[config.mk]
export PLATFORM = sky130hd
export DESIGN_NAME = exc_ctrl
export DESIGN_NICKNAME = d
export VERILOG_FILES = /design/src/rtl/exc_ctrl.sv
export SDC_FILE = /design/constraint.sdc
export NUM_CORES = 1
export LEC_CHECK = 0
export CORE_UTILIZATION = 25
export CTS_BUF_LIST = sky130_fd_sc_hd__clkbuf_2 sky130_fd_sc_hd__clkbuf_4 sky130_fd_sc_hd__clkbuf_8
export DETAILED_ROUTE_END_ITERATION = 8
export PLACE_DENSITY = 0.68
export SKIP_CTS_REPAIR_TIMING = 1
export SLEW_MARGIN = 20
export SYNTH_ARGS = -nofsm -noshare
export SYNTH_HDL_FRONTEND = slang
export SYNTH_SLANG_ARGS = --single-unit
[constraint.sdc]
create_clock -name clk -period 3.73 [get_ports clk]
set_clock_uncertainty 0.15 [all_clocks]
set_input_delay 0.746 -clock clk [delete_from_list [all_inputs] [get_ports clk]]
set_output_delay 0.746 -clock clk [all_outputs]
set_load 0.02 [all_outputs]
[src/rtl/exc_ctrl.sv]
// exc_ctrl: single-level exception/interrupt controller.
// Latches level requests into pending bits and picks the lowest-index
// eligible source. It then walks TAKE -> SERVICE -> RETURN, saving the
// return PC on entry and handing it back on eret.
// Optional feature macro EXC_MASK_EN: when defined, a writable per-source
// enable mask register is built. Otherwise the mask is tied to all ones.
module exc_ctrl #(
  parameter int          NUM_SRC    = 4,
  parameter int          PC_W       = 32,
  parameter logic [31:0] VEC_BASE   = 32'h0000_0180,
  parameter logic [31:0] VEC_STRIDE = 32'h0000_0020,
  localparam int         ID_W       = $clog2(NUM_SRC)
) (
  input  logic               clk,
  input  logic               rst,
  input  logic [NUM_SRC-1:0] src,
  input  logic [PC_W-1:0]    pc_next,
  input  logic               done,
  input  logic               mask_we,
  input  logic [NUM_SRC-1:0] mask_wd,
  output logic               take,
  output logic [PC_W-1:0]    vec_addr,
  output logic               ret,
  output logic [PC_W-1:0]    epc,
  output logic [ID_W-1:0]    id,
  output logic               busy,
  output logic [NUM_SRC-1:0] pending
);

  localparam logic [1:0] ST_IDLE    = 2'd0;
  localparam logic [1:0] ST_TAKE    = 2'd1;
  localparam logic [1:0] ST_SERVICE = 2'd2;
  localparam logic [1:0] ST_RETURN  = 2'd3;

  localparam logic [PC_W-1:0] BASE_W   = PC_W'(VEC_BASE);
  localparam logic [PC_W-1:0] STRIDE_W = PC_W'(VEC_STRIDE);

  logic [1:0]         state_q, state_d;
  logic [ID_W-1:0]    id_q, id_d;
  logic [PC_W-1:0]    epc_q, epc_d;
  logic [NUM_SRC-1:0] pending_q, pending_d;
  logic [NUM_SRC-1:0] pending_clr;
  logic [NUM_SRC-1:0] mask;
  logic [NUM_SRC-1:0] eligible;
  logic [ID_W-1:0]    first_idx;

`ifdef EXC_MASK_EN
  logic [NUM_SRC-1:0] mask_q;

  // Mask register: a write lands on the edge and gates eligibility from the next cycle
  always_ff @(posedge clk or negedge rst) begin
    if (!rst) begin
      mask_q <= '1;
    end else if (mask_we) begin
      mask_q <= mask_wd;
    end
  end

  assign mask = mask_q;
`else
  logic unused_mask;

  assign mask        = '1;
  assign unused_mask = ^{mask_we, mask_wd};
`endif

  assign eligible = (pending_q | src) & mask;

  // Priority pick: bit 0 wins, so scan downward and let lower indices overwrite
  always_comb begin
    first_idx = '0;
    for (int i = NUM_SRC - 1; i >= 0; i--) begin
      if (eligible[i]) begin
        first_idx = ID_W'(i);
      end
    end
  end

  // Clear mask for the serviced source, only on the eret edge
  always_comb begin
    pending_clr = '0;
    for (int i = 0; i < NUM_SRC; i++) begin
      pending_clr[i] = (state_q == ST_SERVICE) && done && (id_q == ID_W'(i));
    end
  end

  // Next-state logic; new requests always set pending even while the clear fires
  always_comb begin
    state_d   = state_q;
    id_d      = id_q;
    epc_d     = epc_q;
    pending_d = (pending_q & ~pending_clr) | src;
    case (state_q)
      ST_IDLE: begin
        if (eligible != '0) begin
          state_d = ST_TAKE;
          id_d    = first_idx;
          epc_d   = pc_next;
        end
      end
      ST_TAKE: begin
        state_d = ST_SERVICE;
      end
      ST_SERVICE: begin
        if (done) begin
          state_d = ST_RETURN;
        end
      end
      ST_RETURN: begin
        state_d = ST_IDLE;
      end
      default: begin
        state_d = ST_IDLE;
      end
    endcase
  end

  // State registers; reset abandons any handler in progress
  always_ff @(posedge clk or negedge rst) begin
    if (!rst) begin
      state_q   <= ST_IDLE;
      id_q      <= '0;
      epc_q     <= '0;
      pending_q <= '0;
    end else begin
      state_q   <= state_d;
      id_q      <= id_d;
      epc_q     <= epc_d;
      pending_q <= pending_d;
    end
  end

  assign take     = (state_q == ST_TAKE);
  assign ret      = (state_q == ST_RETURN);
  assign busy     = (state_q != ST_IDLE);
  assign id       = id_q;
  assign epc      = epc_q;
  assign pending  = pending_q;
  assign vec_addr = BASE_W + PC_W'(id_q) * STRIDE_W;

endmodule

==> impl_results.html, run 1 <==
<table>
<tr><th>Metric</th><th>Value</th></tr>
<tr><th colspan="2">Die</th></tr>
<tr><td>Core Footprint</td><td>0.00781 sq mm</td></tr>
<tr><td>Number of primary I/O pins</td><td>117</td></tr>
<tr><td>Initial cell density of the core</td><td>26.2%</td></tr>
<tr><td>Die area</td><td>0.00855 sq mm</td></tr>
<tr><td>Y dimension of the die</td><td>92.5 um</td></tr>
<tr><td>Placement Rows</td><td>32</td></tr>
<tr><td>Overall die width</td><td>92.5 um</td></tr>
<tr><th colspan="2">Clocking</th></tr>
<tr><td>Buffer type at the clock tree root</td><td>clkbuf_8</td></tr>
<tr><td>Buffer levels on the longest clock path</td><td>2</td></tr>
<tr><td>Clock insertion delay at the later pin of the skew report</td><td>0.29 ns</td></tr>
<tr><td>H-tree level count</td><td>2</td></tr>
<tr><td>Clock sink count</td><td>40</td></tr>
<tr><td>CTS tree</td><td>built</td></tr>
<tr><td>Number of buffers inserted during clock tree synthesis</td><td>5</td></tr>
<tr><td>Clock-pin slew of the registers on the worst-case setup and hold paths</td><td>0.08 ns</td></tr>
<tr><th colspan="2">Pwr</th></tr>
<tr><td>VDD IR-drop max</td><td>0.360 mV</td></tr>
<tr><td>Internal</td><td>1630 uW</td></tr>
<tr><td>Clock share of power</td><td>14.2%</td></tr>
<tr><td>Sequential share of power</td><td>30.3%</td></tr>
<tr><td>Switching share of power</td><td>35.6%</td></tr>
<tr><td>Relative contribution of combinational cells to total power</td><td>55.5%</td></tr>
<tr><td>Power density over cell area</td><td>862 mW/mm^2</td></tr>
<tr><td>Static leakage power</td><td>0.00127 uW</td></tr>
<tr><td>Net switching power</td><td>903 uW</td></tr>
<tr><th colspan="2">Timing</th></tr>
<tr><td>Unrepaired setup endpoints after global routing</td><td>no</td></tr>
<tr><td>Number of endpoints with negative hold slack in the final report</td><td>0</td></tr>
<tr><td>Setup total negative slack</td><td>0 ns</td></tr>
<tr><td>Slew at the pin closest to its max-slew limit</td><td>0.894 ns</td></tr>
<tr><td>Remaining max-slew budget at the tightest pin</td><td>40.4%</td></tr>
<tr><td>Pins Over Slew Limit</td><td>0</td></tr>
<tr><td>Final setup violating endpoints</td><td>0</td></tr>
<tr><td>Part of the cycle the worst path needs</td><td>76.1%</td></tr>
<tr><td>Upper clock frequency limit</td><td>352 MHz</td></tr>
<tr><td>Final worst path period need</td><td>2.84 ns</td></tr>
<tr><th colspan="2">Finish</th></tr>
<tr><td>Final nets</td><td>277</td></tr>
<tr><td>Share of post-route cells with drive strength above 1</td><td>20.1%</td></tr>
<tr><td>Antenna cell count</td><td>0</td></tr>
<tr><td>Summed area of non-filler cells in the final layout</td><td>0.00294 sq mm</td></tr>
<tr><td>Area Overhead vs Synth</td><td>43.8%</td></tr>
<tr><th colspan="2">Setup path</th></tr>
<tr><td>Worst stage delay on the critical path</td><td>0.63 ns</td></tr>
<tr><td>Slowest stage cell on the critical path</td><td>a21oi_4</td></tr>
<tr><td>WS Path Type</td><td>input pin to register</td></tr>
<tr><td>Worst reg2reg startpoint</td><td>state_q[0]$_DFFE_PN0P_</td></tr>
<tr><td>Endpoint arrival time on the critical path</td><td>2.87 ns</td></tr>
<tr><td>R2R setup slack</td><td>1.09 ns</td></tr>
<tr><td>Highest fanout seen on the critical path</td><td>17</td></tr>
<tr><td>Critical path endpoint</td><td>epc[10]$_DFFE_PN0P_</td></tr>
<tr><td>Launch point of the critical path</td><td>src[1]</td></tr>
<tr><td>Sort of element at the start of the critical path</td><td>input pin</td></tr>
<tr><td>FF-to-FF path depth</td><td>6</td></tr>
<tr><td>Critical Path End Type</td><td>register</td></tr>
<tr><td>Endpoint of the lowest-slack register-to-register path</td><td>epc[10]$_DFFE_PN0P_</td></tr>
<tr><td>Cell Chain, Critical Path</td><td>clkdlybuf4s50_1 -&gt; nor4_2 -&gt; a21oi_4 -&gt; buf_4 -&gt; mux2_2</td></tr>
<tr><td>Required time of the critical path</td><td>3.76 ns</td></tr>
<tr><th colspan="2">Logic synthesis</th></tr>
<tr><td>Flip-flop and latch count after synthesis</td><td>40</td></tr>
<tr><td>Yosys top cell area share</td><td>48.9%</td></tr>
<tr><td>EDFF count, synth</td><td>0</td></tr>
<tr><td>Synth unique cells</td><td>28</td></tr>
<tr><td>Ys flop type</td><td>dfrtp_1</td></tr>
<tr><td>Dominant cells by area after synthesis</td><td>dfrtp_1 (49%), mux2_4 (22%), buf_4 (12%)</td></tr>
<tr><td>Syn. warnings</td><td>0</td></tr>
<tr><td>Summed instance area of the synthesized netlist</td><td>0.00205 sq mm</td></tr>
<tr><td>Gate count of the mapped netlist</td><td>146</td></tr>
<tr><td>Post-synth top area cell</td><td>dfrtp_1</td></tr>
<tr><td>Sequential fraction of the synthesis area</td><td>48.9%</td></tr>
<tr><td>Average size of a mapped cell</td><td>14.0 sq um</td></tr>
<tr><td>Proportion of register bits with asynchronous set or reset after synthesis</td><td>100%</td></tr>
<tr><th colspan="2">Global routing</th></tr>
<tr><td>Number of antenna violations at the first check in global routing</td><td>0</td></tr>
<tr><td>GR Overflow Total</td><td>0</td></tr>
<tr><td>Number of global-route vias before repair</td><td>1,302</td></tr>
<tr><td>First-pass GRT wire length</td><td>6380 um</td></tr>
<tr><td>Overall fraction of global-route tracks in use</td><td>9.56%</td></tr>
<tr><td>Pin count of the biggest net entering global routing</td><td>41</td></tr>
<tr><th colspan="2">Route</th></tr>
<tr><td>First-pass iteration count of the detailed router</td><td>4</td></tr>
<tr><td>Routed via count divided by cell count</td><td>4.05</td></tr>
<tr><td>Wirelength per Cell</td><td>12.1 um</td></tr>
<tr><td>Vias after detailed routing</td><td>1,339</td></tr>
<tr><td>Initial detailed-routing violation count</td><td>44</td></tr>
<tr><td>Number of nets with antenna violations after detailed routing</td><td>0</td></tr>
<tr><td>Drt total wl</td><td>3990 um</td></tr>
<tr><td>Total DRC errors in the routed layout</td><td>0</td></tr>
<tr><th colspan="2">Placement</th></tr>
<tr><td>RD Place Congestion</td><td>0.740</td></tr>
<tr><td>Count of input and output buffers</td><td>81</td></tr>
<tr><td>Detailed placement HPWL</td><td>2990 um</td></tr>
<tr><td>Placement Cell Area</td><td>0.00283 sq mm</td></tr>
<tr><th colspan="2">Run status</th></tr>
<tr><td>Result of the run</td><td>complete, no violations</td></tr>
<tr><th colspan="2">Worst hold path</th></tr>
<tr><td>Path class of the lowest-slack min-delay path</td><td>register to register</td></tr>
<tr><th colspan="2">Job</th></tr>
<tr><td># Max-Cap Violations</td><td>0</td></tr>
</table>
-- power by group through the flow --
| stage | registers (uW) | logic, uW | clock network [uW] |
|---|---|---|---|
| 5_1_grt | 798 | 1490 | 398 |
| 4_1_cts | 772 | 1430 | 380 |
| 3_3_place_gp | 771 | 1410 | 0 |
| 6_report | 768 | 1410 | 361 |
| 2_1_floorplan | 1000 | 683 | 0 |
| 3_5_place_dp | 777 | 1430 | 0 |
-- routing by layer --
layer / vias to the layer above / part of all wire [%] / routed length, um / GRT usage [%]
met5: - / 0 / 0 / 0
met4: 0 / 0.85 / 34 / 3.52
met3: 5 / 8.0 / 318 / 2.87
met2: 71 / 50 / 1980 / 15.7
met1: 652 / 41 / 1660 / 11.8
li1: 611 / - / - / -
-- cells by family after synthesis --
group	after synthesis	synth area share, %
buffers and inverters	39	14.1
AO/OA/AOI/OAI	14	5.08
other	2	0.367
adder cells (fa/ha/maj)	5	3.06
AND/OR/NAND/NOR	13	4.77
flip-flops	40	48.9
multiplexers	33	23.7
-- how the worst min path moves through the flow --
stage / from / to / slack, ns / cells past startpoint
2_1_floorplan: rst / epc[0]$_DFFE_PN0P_ / 0.30 / 0
3_3_place_gp: epc[27]$_DFFE_PN0P_ / epc[27]$_DFFE_PN0P_ / 0.34 / 1
3_5_place_dp: epc[17]$_DFFE_PN0P_ / epc[17]$_DFFE_PN0P_ / 0.34 / 1
4_1_cts: epc[27]$_DFFE_PN0P_ / epc[27]$_DFFE_PN0P_ / 0.37 / 1
5_1_grt: epc[27]$_DFFE_PN0P_ / epc[27]$_DFFE_PN0P_ / 0.38 / 1
6_report: epc[9]$_DFFE_PN0P_ / epc[9]$_DFFE_PN0P_ / 0.36 / 1
-- synthesized netlist by cell type, types with 3 or more instances --
master,number
dfrtp_1,40
mux2_2,3
buf_4,32
buf_6,3
inv_1,4
mux2_4,30
ha_1,5
-- placed cells by master, fill, tap and decap left out --
master            n
nor4_4            1
o32a_1            1
nand2_1           1
nor2_1            2
a21o_1            2
nand3_1           1
o41ai_1           2
ha_1              5
bufinv_16         1
nor3_1            1
mux2_4           30
clkinv_4          2
nand2b_1          2
nand4b_1          1
inv_1             4
a32oi_1           1
o211ai_1          1
o21ai_0           2
o31ai_1           1
conb_1           30
nor4_2            1
clkdlybuf4s50_1  80
clkbuf_8          5
mux2_2            3
o31a_1            1
nand4_1           1
buf_2             1
a21oi_4           1
or4_1             2
a21oi_1           2
buf_4             1
dfrtp_1          40
-- critical path: cells and delay by family --
family	cells	cell delay [ns]
buf+inv	2	0.99
compound gates	1	0.63
mux	1	0.38
simple gates	1	0.11
-- registers in the layout, indices dropped and copies added (netlist names) --
register and flops:
epc 32, pending 4, id 2, state_q 2
-- through the flow --
stage | setup WS (ns) | power, uW | cells | hold WS, ns | utilization (%)
4_1_cts | 0.860 | 2580 | 331 | 0.366 | 37.7
5_1_grt | 0.776 | 2690 | 331 | 0.376 | 37.7
3_5_place_dp | 0.532 | 2200 | 323 | 0.341 | 36.2
2_1_floorplan | 1.79 | 1680 | 174 | 0.300 | -
6_report | 0.890 | 2540 | 331 | 0.361 | 37.7
3_3_place_gp | 0.561 | 2180 | 323 | 0.340 | 36.2
-- cell type report --
class | count | area (sq um)
fillers | 773 | 4870
flip-flops and latches | 40 | 1000
clock buffers | 5 | 68.8
inverters | 4 | 15.0
clock inverters | 3 | 47.5
repair buffers | 82 | 813
well taps | 102 | 128
multi-input cells | 95 | 868
Note: power is estimated with default switching activity, not from simulation.
==> inputs of run 2 (changes only) <==
--- a/config.mk
+++ b/config.mk
@@ -8,7 +8,7 @@
 export CORE_UTILIZATION = 25
 export CTS_BUF_LIST = sky130_fd_sc_hd__clkbuf_2 sky130_fd_sc_hd__clkbuf_4 sky130_fd_sc_hd__clkbuf_8
 export DETAILED_ROUTE_END_ITERATION = 8
-export PLACE_DENSITY = 0.68
+export PLACE_DENSITY = 0.7
 export SKIP_CTS_REPAIR_TIMING = 1
 export SLEW_MARGIN = 20
 export SYNTH_ARGS = -nofsm -noshare
==> constraint.sdc (replaced) <==
create_clock -name clk -period 2.4 [get_ports clk]
set_clock_uncertainty 0.15 [all_clocks]
set_input_delay 0.48 -clock clk [delete_from_list [all_inputs] [get_ports clk]]
set_output_delay 0.48 -clock clk [all_outputs]
set_load 0.02 [all_outputs]
==> impl_results.html, run 2 (synthesis results as in run 1) <==
<table>
<tr><th>Metric</th><th>Value</th></tr>
<tr><th colspan="2">Global routing</th></tr>
<tr><td>Number of global-route vias before repair</td><td>1,312 (+0.77%)</td></tr>
<tr><td>Overall fraction of global-route tracks in use</td><td>9.88% (+0.32 points)</td></tr>
<tr><td>GR Overflow Total</td><td>0 (unchanged)</td></tr>
<tr><td>Number of antenna violations at the first check in global routing</td><td>0 (unchanged)</td></tr>
<tr><td>Pin count of the biggest net entering global routing</td><td>24 (-41%)</td></tr>
<tr><td>First-pass GRT wire length</td><td>6580 um (+3.2%)</td></tr>
<tr><th colspan="2">Timing</th></tr>
<tr><td>Worst slack on hold paths</td><td>0.361 ns (-0.0000350 ns)</td></tr>
<tr><td>Unrepaired setup endpoints after global routing</td><td>no</td></tr>
<tr><td>Final worst path period need</td><td>2.21 ns</td></tr>
<tr><td>Pins Over Slew Limit</td><td>0 (unchanged)</td></tr>
<tr><td>Final setup violating endpoints</td><td>0 (unchanged)</td></tr>
<tr><td>Part of the cycle the worst path needs</td><td>92.0%</td></tr>
<tr><td>Setup total negative slack</td><td>0 ns (unchanged)</td></tr>
<tr><td>Number of endpoints with negative hold slack in the final report</td><td>0 (unchanged)</td></tr>
<tr><td>Upper clock frequency limit</td><td>453 MHz</td></tr>
<tr><td>Post-route worst setup slack</td><td>0.191 ns (-0.699 ns)</td></tr>
<tr><th colspan="2">Die</th></tr>
<tr><td>Core Footprint</td><td>0.00781 sq mm (unchanged)</td></tr>
<tr><td>Number of primary I/O pins</td><td>117 (unchanged)</td></tr>
<tr><td>Y dimension of the die</td><td>92.5 um (unchanged)</td></tr>
<tr><td>Die area</td><td>0.00855 sq mm (unchanged)</td></tr>
<tr><td>Overall die width</td><td>92.5 um (unchanged)</td></tr>
<tr><td>Initial cell density of the core</td><td>26.2% (unchanged)</td></tr>
<tr><td>Placement Rows</td><td>32 (unchanged)</td></tr>
<tr><th colspan="2">Clocking</th></tr>
<tr><td>Buffer levels on the longest clock path</td><td>2 (unchanged)</td></tr>
<tr><td>Number of buffers inserted during clock tree synthesis</td><td>5 (unchanged)</td></tr>
<tr><td>H-tree level count</td><td>2 (unchanged)</td></tr>
<tr><td>Buffer type at the clock tree root</td><td>clkbuf_8</td></tr>
<tr><td>Clock-pin slew of the registers on the worst-case setup and hold paths</td><td>0.08 ns (about the same)</td></tr>
<tr><td>CTS tree</td><td>built</td></tr>
<tr><td>Clock sink count</td><td>40 (unchanged)</td></tr>
<tr><td>Clock insertion delay at the later pin of the skew report</td><td>0.29 ns (about the same)</td></tr>
<tr><th colspan="2">Finish</th></tr>
<tr><td>Sequential cell area</td><td>0.00100 sq mm (unchanged)</td></tr>
<tr><td>Most frequent standard cell in the layout excluding fill and tap cells</td><td>clkdlybuf4s50_1</td></tr>
<tr><td>Area of the multi-input gates</td><td>868 sq um (unchanged)</td></tr>
<tr><td>Post-route core utilization</td><td>38.2% (+0.53 points)</td></tr>
<tr><td>Antenna cell count</td><td>0 (unchanged)</td></tr>
<tr><td>Final nets</td><td>281 (+1.4%)</td></tr>
<tr><td>Area Overhead vs Synth</td><td>45.8%</td></tr>
<tr><td>Share of post-route cells with drive strength above 1</td><td>21.0% (+0.94 points)</td></tr>
<tr><td>Commonest cells after routing, fill and taps aside</td><td>clkdlybuf4s50_1 (79), dfrtp_1 (40), mux2_4 (30), conb_1 (30), clkbuf_8 (6)</td></tr>
<tr><td>Number of inserted filler cells in the final layout</td><td>773 (unchanged)</td></tr>
<tr><td>Flip-flop count of the largest register, all copies and words added</td><td>32 (unchanged)</td></tr>
<tr><th colspan="2">Route</th></tr>
<tr><td>Wirelength per Cell</td><td>12.3 um (+2.1%)</td></tr>
<tr><td>Total DRC errors in the routed layout</td><td>0 (unchanged)</td></tr>
<tr><td>Routed via count divided by cell count</td><td>3.99 (-1.5%)</td></tr>
<tr><td>Number of nets with antenna violations after detailed routing</td><td>0 (unchanged)</td></tr>
<tr><td>Initial detailed-routing violation count</td><td>20 (-55%)</td></tr>
<tr><td>First-pass iteration count of the detailed router</td><td>3 (-1)</td></tr>
<tr><td>Vias after detailed routing</td><td>1,335 (-0.30%)</td></tr>
<tr><td>Drt total wl</td><td>4130 um (+3.4%)</td></tr>
<tr><th colspan="2">Job</th></tr>
<tr><td># Max-Cap Violations</td><td>0 (unchanged)</td></tr>
<tr><th colspan="2">Pwr</th></tr>
<tr><td>Power density over cell area</td><td>1320 mW/mm^2 (+53%)</td></tr>
<tr><td>VDD IR-drop max</td><td>0.449 mV (+25%)</td></tr>
<tr><td>Static leakage power</td><td>0.00129 uW (+2.0%)</td></tr>
<tr><td>Total power draw</td><td>3940 uW (+55%)</td></tr>
<tr><th colspan="2">Worst hold path</th></tr>
<tr><td>Path class of the lowest-slack min-delay path</td><td>register to register</td></tr>
<tr><th colspan="2">Setup path</th></tr>
<tr><td>Critical Path End Type</td><td>output port</td></tr>
<tr><td>R2R setup slack</td><td>0.42 ns (-0.67 ns)</td></tr>
<tr><td>Required time of the critical path</td><td>1.77 ns (-1.99 ns)</td></tr>
<tr><td>WS Path Type</td><td>register to output port</td></tr>
<tr><td>Highest fanout seen on the critical path</td><td>4 (-13)</td></tr>
<tr><td>Sort of element at the start of the critical path</td><td>register</td></tr>
<tr><td>Endpoint arrival time on the critical path</td><td>1.58 ns (-1.29 ns)</td></tr>
<tr><th colspan="2">Placement</th></tr>
<tr><td>Setup slack at placement</td><td>0.0879 ns (-0.444 ns)</td></tr>
<tr><td>RD Place Congestion</td><td>0.732 (-1.1%)</td></tr>
<tr><td>Count of input and output buffers</td><td>81 (unchanged)</td></tr>
<tr><td>Detailed placement HPWL</td><td>3120 um (+4.1%)</td></tr>
<tr><th colspan="2">Run status</th></tr>
<tr><td>Result of the run</td><td>complete, no violations</td></tr>
</table>
## run 2: worst paths after layout
check | from | end | cells past startpoint
max | state_q[1]$_DFFE_PN0P_ | take | 3
min | epc[30]$_DFFE_PN0P_ | epc[30]$_DFFE_PN0P_ | 1
max reg2reg | state_q[0]$_DFFE_PN0P_ | epc[10]$_DFFE_PN0P_ | 6
min reg2reg | epc[30]$_DFFE_PN0P_ | epc[30]$_DFFE_PN0P_ | 1
max in group asynchronous | rst | epc[11]$_DFFE_PN0P_ | 3
min in group asynchronous | rst | epc[20]$_DFFE_PN0P_ | 2
## run 2: report_power, final
part | internal, uW | total [uW] | switching, uW
combinational | 1280 | 2260 | 976
clock | 257 | 484 | 227
sequential | 996 | 1200 | 200
total | 2540 | 3940 | 1400
## run 2: layout make-up
| type | instances | area share, % |
|---|---|---|
| clock buffers | 8 | 3.27 |
| inverters | 4 | 0.503 |
| multi-input cells | 95 | 29.1 |
| flip-flops and latches | 40 | 33.6 |
| well taps | 102 | 4.28 |
| repair buffers | 86 | 29.3 |
## run 2: worst max-delay path, cell delays in order, from the launching register on
cell and delay (ns):
dfrtp_1 0.42, inv_1 0.12, ha_1 0.15, clkdlybuf4s50_1 0.59
## run 2: metrics by stage
stage                     area (sq um)  cells
after floorplan                   2150    174
after global placement            2870    326
after detailed placement          2870    326
after CTS                         2970    334
after global routing              2980    335
final                             2980    335
## run 2: metal layers
layer	global-route usage (%)	share of wire (%)
met4	1.95	0.82
met2	16.5	48
met5	0	0
met3	3.45	7.9
met1	12.3	43
==> inputs of run 3 (changes only) <==
--- a/config.mk
+++ b/config.mk
@@ -5,10 +5,12 @@
 export SDC_FILE = /design/constraint.sdc
 export NUM_CORES = 1
 export LEC_CHECK = 0
+export CORE_ASPECT_RATIO = 1.25
 export CORE_UTILIZATION = 25
 export CTS_BUF_LIST = sky130_fd_sc_hd__clkbuf_2 sky130_fd_sc_hd__clkbuf_4 sky130_fd_sc_hd__clkbuf_8
 export DETAILED_ROUTE_END_ITERATION = 8
-export PLACE_DENSITY = 0.7
+export DONT_BUFFER_PORTS = 1
+export PLACE_DENSITY = 0.49
 export SKIP_CTS_REPAIR_TIMING = 1
 export SLEW_MARGIN = 20
 export SYNTH_ARGS = -nofsm -noshare
==> impl_results.html, run 3 (synthesis results as in run 1) <==
<table>
<tr><th>Metric</th><th>Value</th></tr>
<tr><th colspan="2">Finish</th></tr>
<tr><td>Flip-flop count of the largest register, all copies and words added</td><td>32 (unchanged)</td></tr>
<tr><td>Area Overhead vs Synth</td><td>5.63%</td></tr>
<tr><td>Most frequent standard cell in the layout excluding fill and tap cells</td><td>dfrtp_1</td></tr>
<tr><td>Share of post-route cells with drive strength above 1</td><td>31.1% (+10 points)</td></tr>
<tr><td>Final nets</td><td>199 (-29%)</td></tr>
<tr><td>Commonest cells after routing, fill and taps aside</td><td>dfrtp_1 (40), mux2_4 (30), conb_1 (30)</td></tr>
<tr><td>Antenna cell count</td><td>0 (unchanged)</td></tr>
<tr><td>Number of inserted filler cells in the final layout</td><td>806 (+4.3%)</td></tr>
<tr><th colspan="2">Timing</th></tr>
<tr><td>Number of endpoints with negative hold slack in the final report</td><td>0 (unchanged)</td></tr>
<tr><td>Remaining max-slew budget at the tightest pin</td><td>64.5%</td></tr>
<tr><td>Final setup violating endpoints</td><td>0 (unchanged)</td></tr>
<tr><td>Setup total negative slack</td><td>0 ns (unchanged)</td></tr>
<tr><td>Part of the cycle the worst path needs</td><td>90.1% (-1.9 points)</td></tr>
<tr><td>Final worst path period need</td><td>2.16 ns (-0.0464 ns)</td></tr>
<tr><td>Unrepaired setup endpoints after global routing</td><td>no</td></tr>
<tr><td>Pins Over Slew Limit</td><td>0 (unchanged)</td></tr>
<tr><td>Slew at the pin closest to its max-slew limit</td><td>0.532 ns</td></tr>
<tr><td>Upper clock frequency limit</td><td>462 MHz (+2.1%)</td></tr>
<tr><th colspan="2">Setup path</th></tr>
<tr><td>Sort of element at the start of the critical path</td><td>register</td></tr>
<tr><td>R2R setup slack</td><td>0.24 ns (-0.18 ns)</td></tr>
<tr><td>Endpoint of the lowest-slack register-to-register path</td><td>epc[10]$_DFFE_PN0P_</td></tr>
<tr><td>Worst stage delay on the critical path</td><td>0.43 ns (-0.16 ns)</td></tr>
<tr><td>Slowest stage cell on the critical path</td><td>dfrtp_1</td></tr>
<tr><td>WS Path Type</td><td>register to register</td></tr>
<tr><td>Worst reg2reg startpoint</td><td>state_q[0]$_DFFE_PN0P_</td></tr>
<tr><td>Crit-path leading delay family</td><td>buffers and inverters</td></tr>
<tr><td>Endpoint arrival time on the critical path</td><td>2.19 ns (+0.61 ns)</td></tr>
<tr><td>Highest fanout seen on the critical path</td><td>15 (+11)</td></tr>
<tr><td>FF-to-FF path depth</td><td>6 (unchanged)</td></tr>
<tr><td>Critical path's most frequent cell</td><td>inv_1</td></tr>
<tr><td>Number of buffer and inverter instances along the worst setup path</td><td>3 (+1)</td></tr>
<tr><td>Required time of the critical path</td><td>2.43 ns (+0.66 ns)</td></tr>
<tr><td>Critical Path End Type</td><td>register</td></tr>
<tr><td>Cell Chain, Critical Path</td><td>inv_1 -&gt; ha_1 -&gt; inv_1 -&gt; a21oi_4 -&gt; buf_4 -&gt; mux2_2</td></tr>
<tr><th colspan="2">Run status</th></tr>
<tr><td>Result of the run</td><td>complete, no violations</td></tr>
<tr><th colspan="2">Clocking</th></tr>
<tr><td>Clock sink count</td><td>40 (unchanged)</td></tr>
<tr><td>Buffer type at the clock tree root</td><td>clkbuf_8</td></tr>
<tr><td>CTS tree</td><td>built</td></tr>
<tr><td>Clock-pin slew of the registers on the worst-case setup and hold paths</td><td>0.08 ns (about the same)</td></tr>
<tr><td>Buffer levels on the longest clock path</td><td>2 (unchanged)</td></tr>
<tr><td>Number of buffers inserted during clock tree synthesis</td><td>5 (unchanged)</td></tr>
<tr><td>Clock insertion delay at the later pin of the skew report</td><td>0.29 ns (about the same)</td></tr>
<tr><td>H-tree level count</td><td>2 (unchanged)</td></tr>
<tr><th colspan="2">Placement</th></tr>
<tr><td>RD Place Congestion</td><td>0.648 (-11%)</td></tr>
<tr><td>Detailed placement HPWL</td><td>2510 um (-19%)</td></tr>
<tr><td>Count of input and output buffers</td><td>0 (-100%)</td></tr>
<tr><th colspan="2">Worst hold path</th></tr>
<tr><td>Path class of the lowest-slack min-delay path</td><td>input pin to register</td></tr>
<tr><td>Start point of the worst min-delay path</td><td>src[3]</td></tr>
<tr><td>Worst-case hold path end point</td><td>pending[3]$_DFF_PN0_</td></tr>
<tr><td>Number of stages on the worst hold path</td><td>1 (unchanged)</td></tr>
<tr><th colspan="2">Pwr</th></tr>
<tr><td>Relative contribution of combinational cells to total power</td><td>34.8% (-23 points)</td></tr>
<tr><td>Net switching power</td><td>1320 uW (-6.2%)</td></tr>
<tr><td>Total power draw</td><td>3210 uW (-18%)</td></tr>
<tr><td>Internal</td><td>1900 uW (-25%)</td></tr>
<tr><td>Power density over cell area</td><td>1490 mW/mm^2 (+13%)</td></tr>
<tr><td>Clock share of power</td><td>14.7% (+2.4 points)</td></tr>
<tr><td>Switching share of power</td><td>41.0% (+5.3 points)</td></tr>
<tr><td>VDD IR-drop max</td><td>0.458 mV (+1.8%)</td></tr>
<tr><td>Static leakage power</td><td>0.000970 uW (-25%)</td></tr>
<tr><td>Sequential share of power</td><td>50.5% (+20 points)</td></tr>
<tr><th colspan="2">Global routing</th></tr>
<tr><td>First-pass GRT wire length</td><td>5420 um (-18%)</td></tr>
<tr><td>Number of antenna violations at the first check in global routing</td><td>0 (unchanged)</td></tr>
<tr><td>Overall fraction of global-route tracks in use</td><td>8.18% (-1.7 points)</td></tr>
<tr><td>Pin count of the biggest net entering global routing</td><td>41 (+71%)</td></tr>
<tr><td>GR Overflow Total</td><td>0 (unchanged)</td></tr>
<tr><td>Number of global-route vias before repair</td><td>1,017 (-22%)</td></tr>
<tr><th colspan="2">Route</th></tr>
<tr><td>Wirelength per Cell</td><td>14.8 um (+20%)</td></tr>
<tr><td>Initial detailed-routing violation count</td><td>27 (+35%)</td></tr>
<tr><td>Total DRC errors in the routed layout</td><td>0 (unchanged)</td></tr>
<tr><td>Routed via count divided by cell count</td><td>4.16 (+4.4%)</td></tr>
<tr><td>Number of nets with antenna violations after detailed routing</td><td>0 (unchanged)</td></tr>
<tr><td>First-pass iteration count of the detailed router</td><td>3 (unchanged)</td></tr>
<tr><td>Vias after detailed routing</td><td>1,023 (-23%)</td></tr>
<tr><td>Drt total wl</td><td>3630 um (-12%)</td></tr>
<tr><th colspan="2">Die</th></tr>
<tr><td>Initial cell density of the core</td><td>26.0% (-0.25 points)</td></tr>
<tr><td>Core Footprint</td><td>0.00788 sq mm (+0.96%)</td></tr>
<tr><td>Number of primary I/O pins</td><td>117 (unchanged)</td></tr>
<tr><td>Y dimension of the die</td><td>103 um (+12%)</td></tr>
<tr><td>Placement Rows</td><td>36 (+13%)</td></tr>
<tr><td>Die area</td><td>0.00855 sq mm (about the same)</td></tr>
<tr><td>Overall die width</td><td>82.9 um (-10%)</td></tr>
<tr><th colspan="2">Job</th></tr>
<tr><td># Max-Cap Violations</td><td>0 (unchanged)</td></tr>
</table>
==> run 3: cell types whose count changed in the layout (fill, tap and decap cells not counted) <==
cell             change
clkdlybuf4s50_1     -79
buf_12               -1
clkbuf_4             -2
buf_4                -1
clkinv_2             +2
buf_2                -1
dlymetal6s2s_1       -1
buf_16               +1
==> run 3: stage by stage <==
stage,utilization [%],hold slack (ns),setup slack (ns),instance area [sq um],cells
finish,27.4,0.127,0.238,2160,246
global route,27.4,0.106,0.0928,2160,246
CTS,26.9,-0.289,0.223,2120,244
detailed placement,25.8,0.0352,0.235,2030,236
global placement,25.8,0.0353,0.271,2030,236
floorplan,-,0.0344,0.479,2150,174
==> run 3: worst max path at each step <==
| stage | startpoint | endpoint | cells after the start |
|---|---|---|---|
| 3_3_place_gp | state_q[0]$_DFFE_PN0P_ | epc[10]$_DFFE_PN0P_ | 6 |
| 3_5_place_dp | state_q[1]$_DFFE_PN0P_ | epc[10]$_DFFE_PN0P_ | 6 |
| 4_1_cts | state_q[0]$_DFFE_PN0P_ | epc[10]$_DFFE_PN0P_ | 6 |
| 6_report | state_q[0]$_DFFE_PN0P_ | epc[10]$_DFFE_PN0P_ | 6 |
| 5_1_grt | state_q[0]$_DFFE_PN0P_ | epc[10]$_DFFE_PN0P_ | 6 |
| 2_1_floorplan | state_q[0]$_DFFE_PN0P_ | epc[0]$_DFFE_PN0P_ | 6 |
==> run 3: final cells by class <==
cell class | count | area, sq um | share of cell area, %
inverters | 4 | 15.0 | 0.695
repair buffers | 4 | 65.1 | 3.01
clock buffers | 6 | 82.6 | 3.82
clock inverters | 2 | 10.0 | 0.463
well taps | 95 | 119 | 5.50
flip-flops and latches | 40 | 1000 | 46.3
multi-input cells | 95 | 868 | 40.2
==> run 3: power by group through the flow <==
stage                     registers (uW)  logic [uW]  clock network (uW)
after global placement              1640        1090                   0
after CTS                           1630        1120                 500
after detailed placement            1640        1110                   0
after global routing                1670        1210                 525
after floorplan                     1560        1060                   0
final                               1620        1120                 471
==> run 3: worst register-to-register path, cell delays in order (launching register included) <==
cell	delay (ns)
dfrtp_1	0.43
inv_1	0.12
ha_1	0.26
inv_1	0.21
a21oi_4	0.21
buf_4	0.31
mux2_2	0.38
==> run 3: layer usage <==
metal / routed length (um) / part of all wire [%] / track usage, %
met5: 0 / 0 / 0
met4: 61 / 1.7 / 4.38
met3: 317 / 8.7 / 3.84
met2: 1820 / 50 / 13.4
met1: 1430 / 39 / 8.91
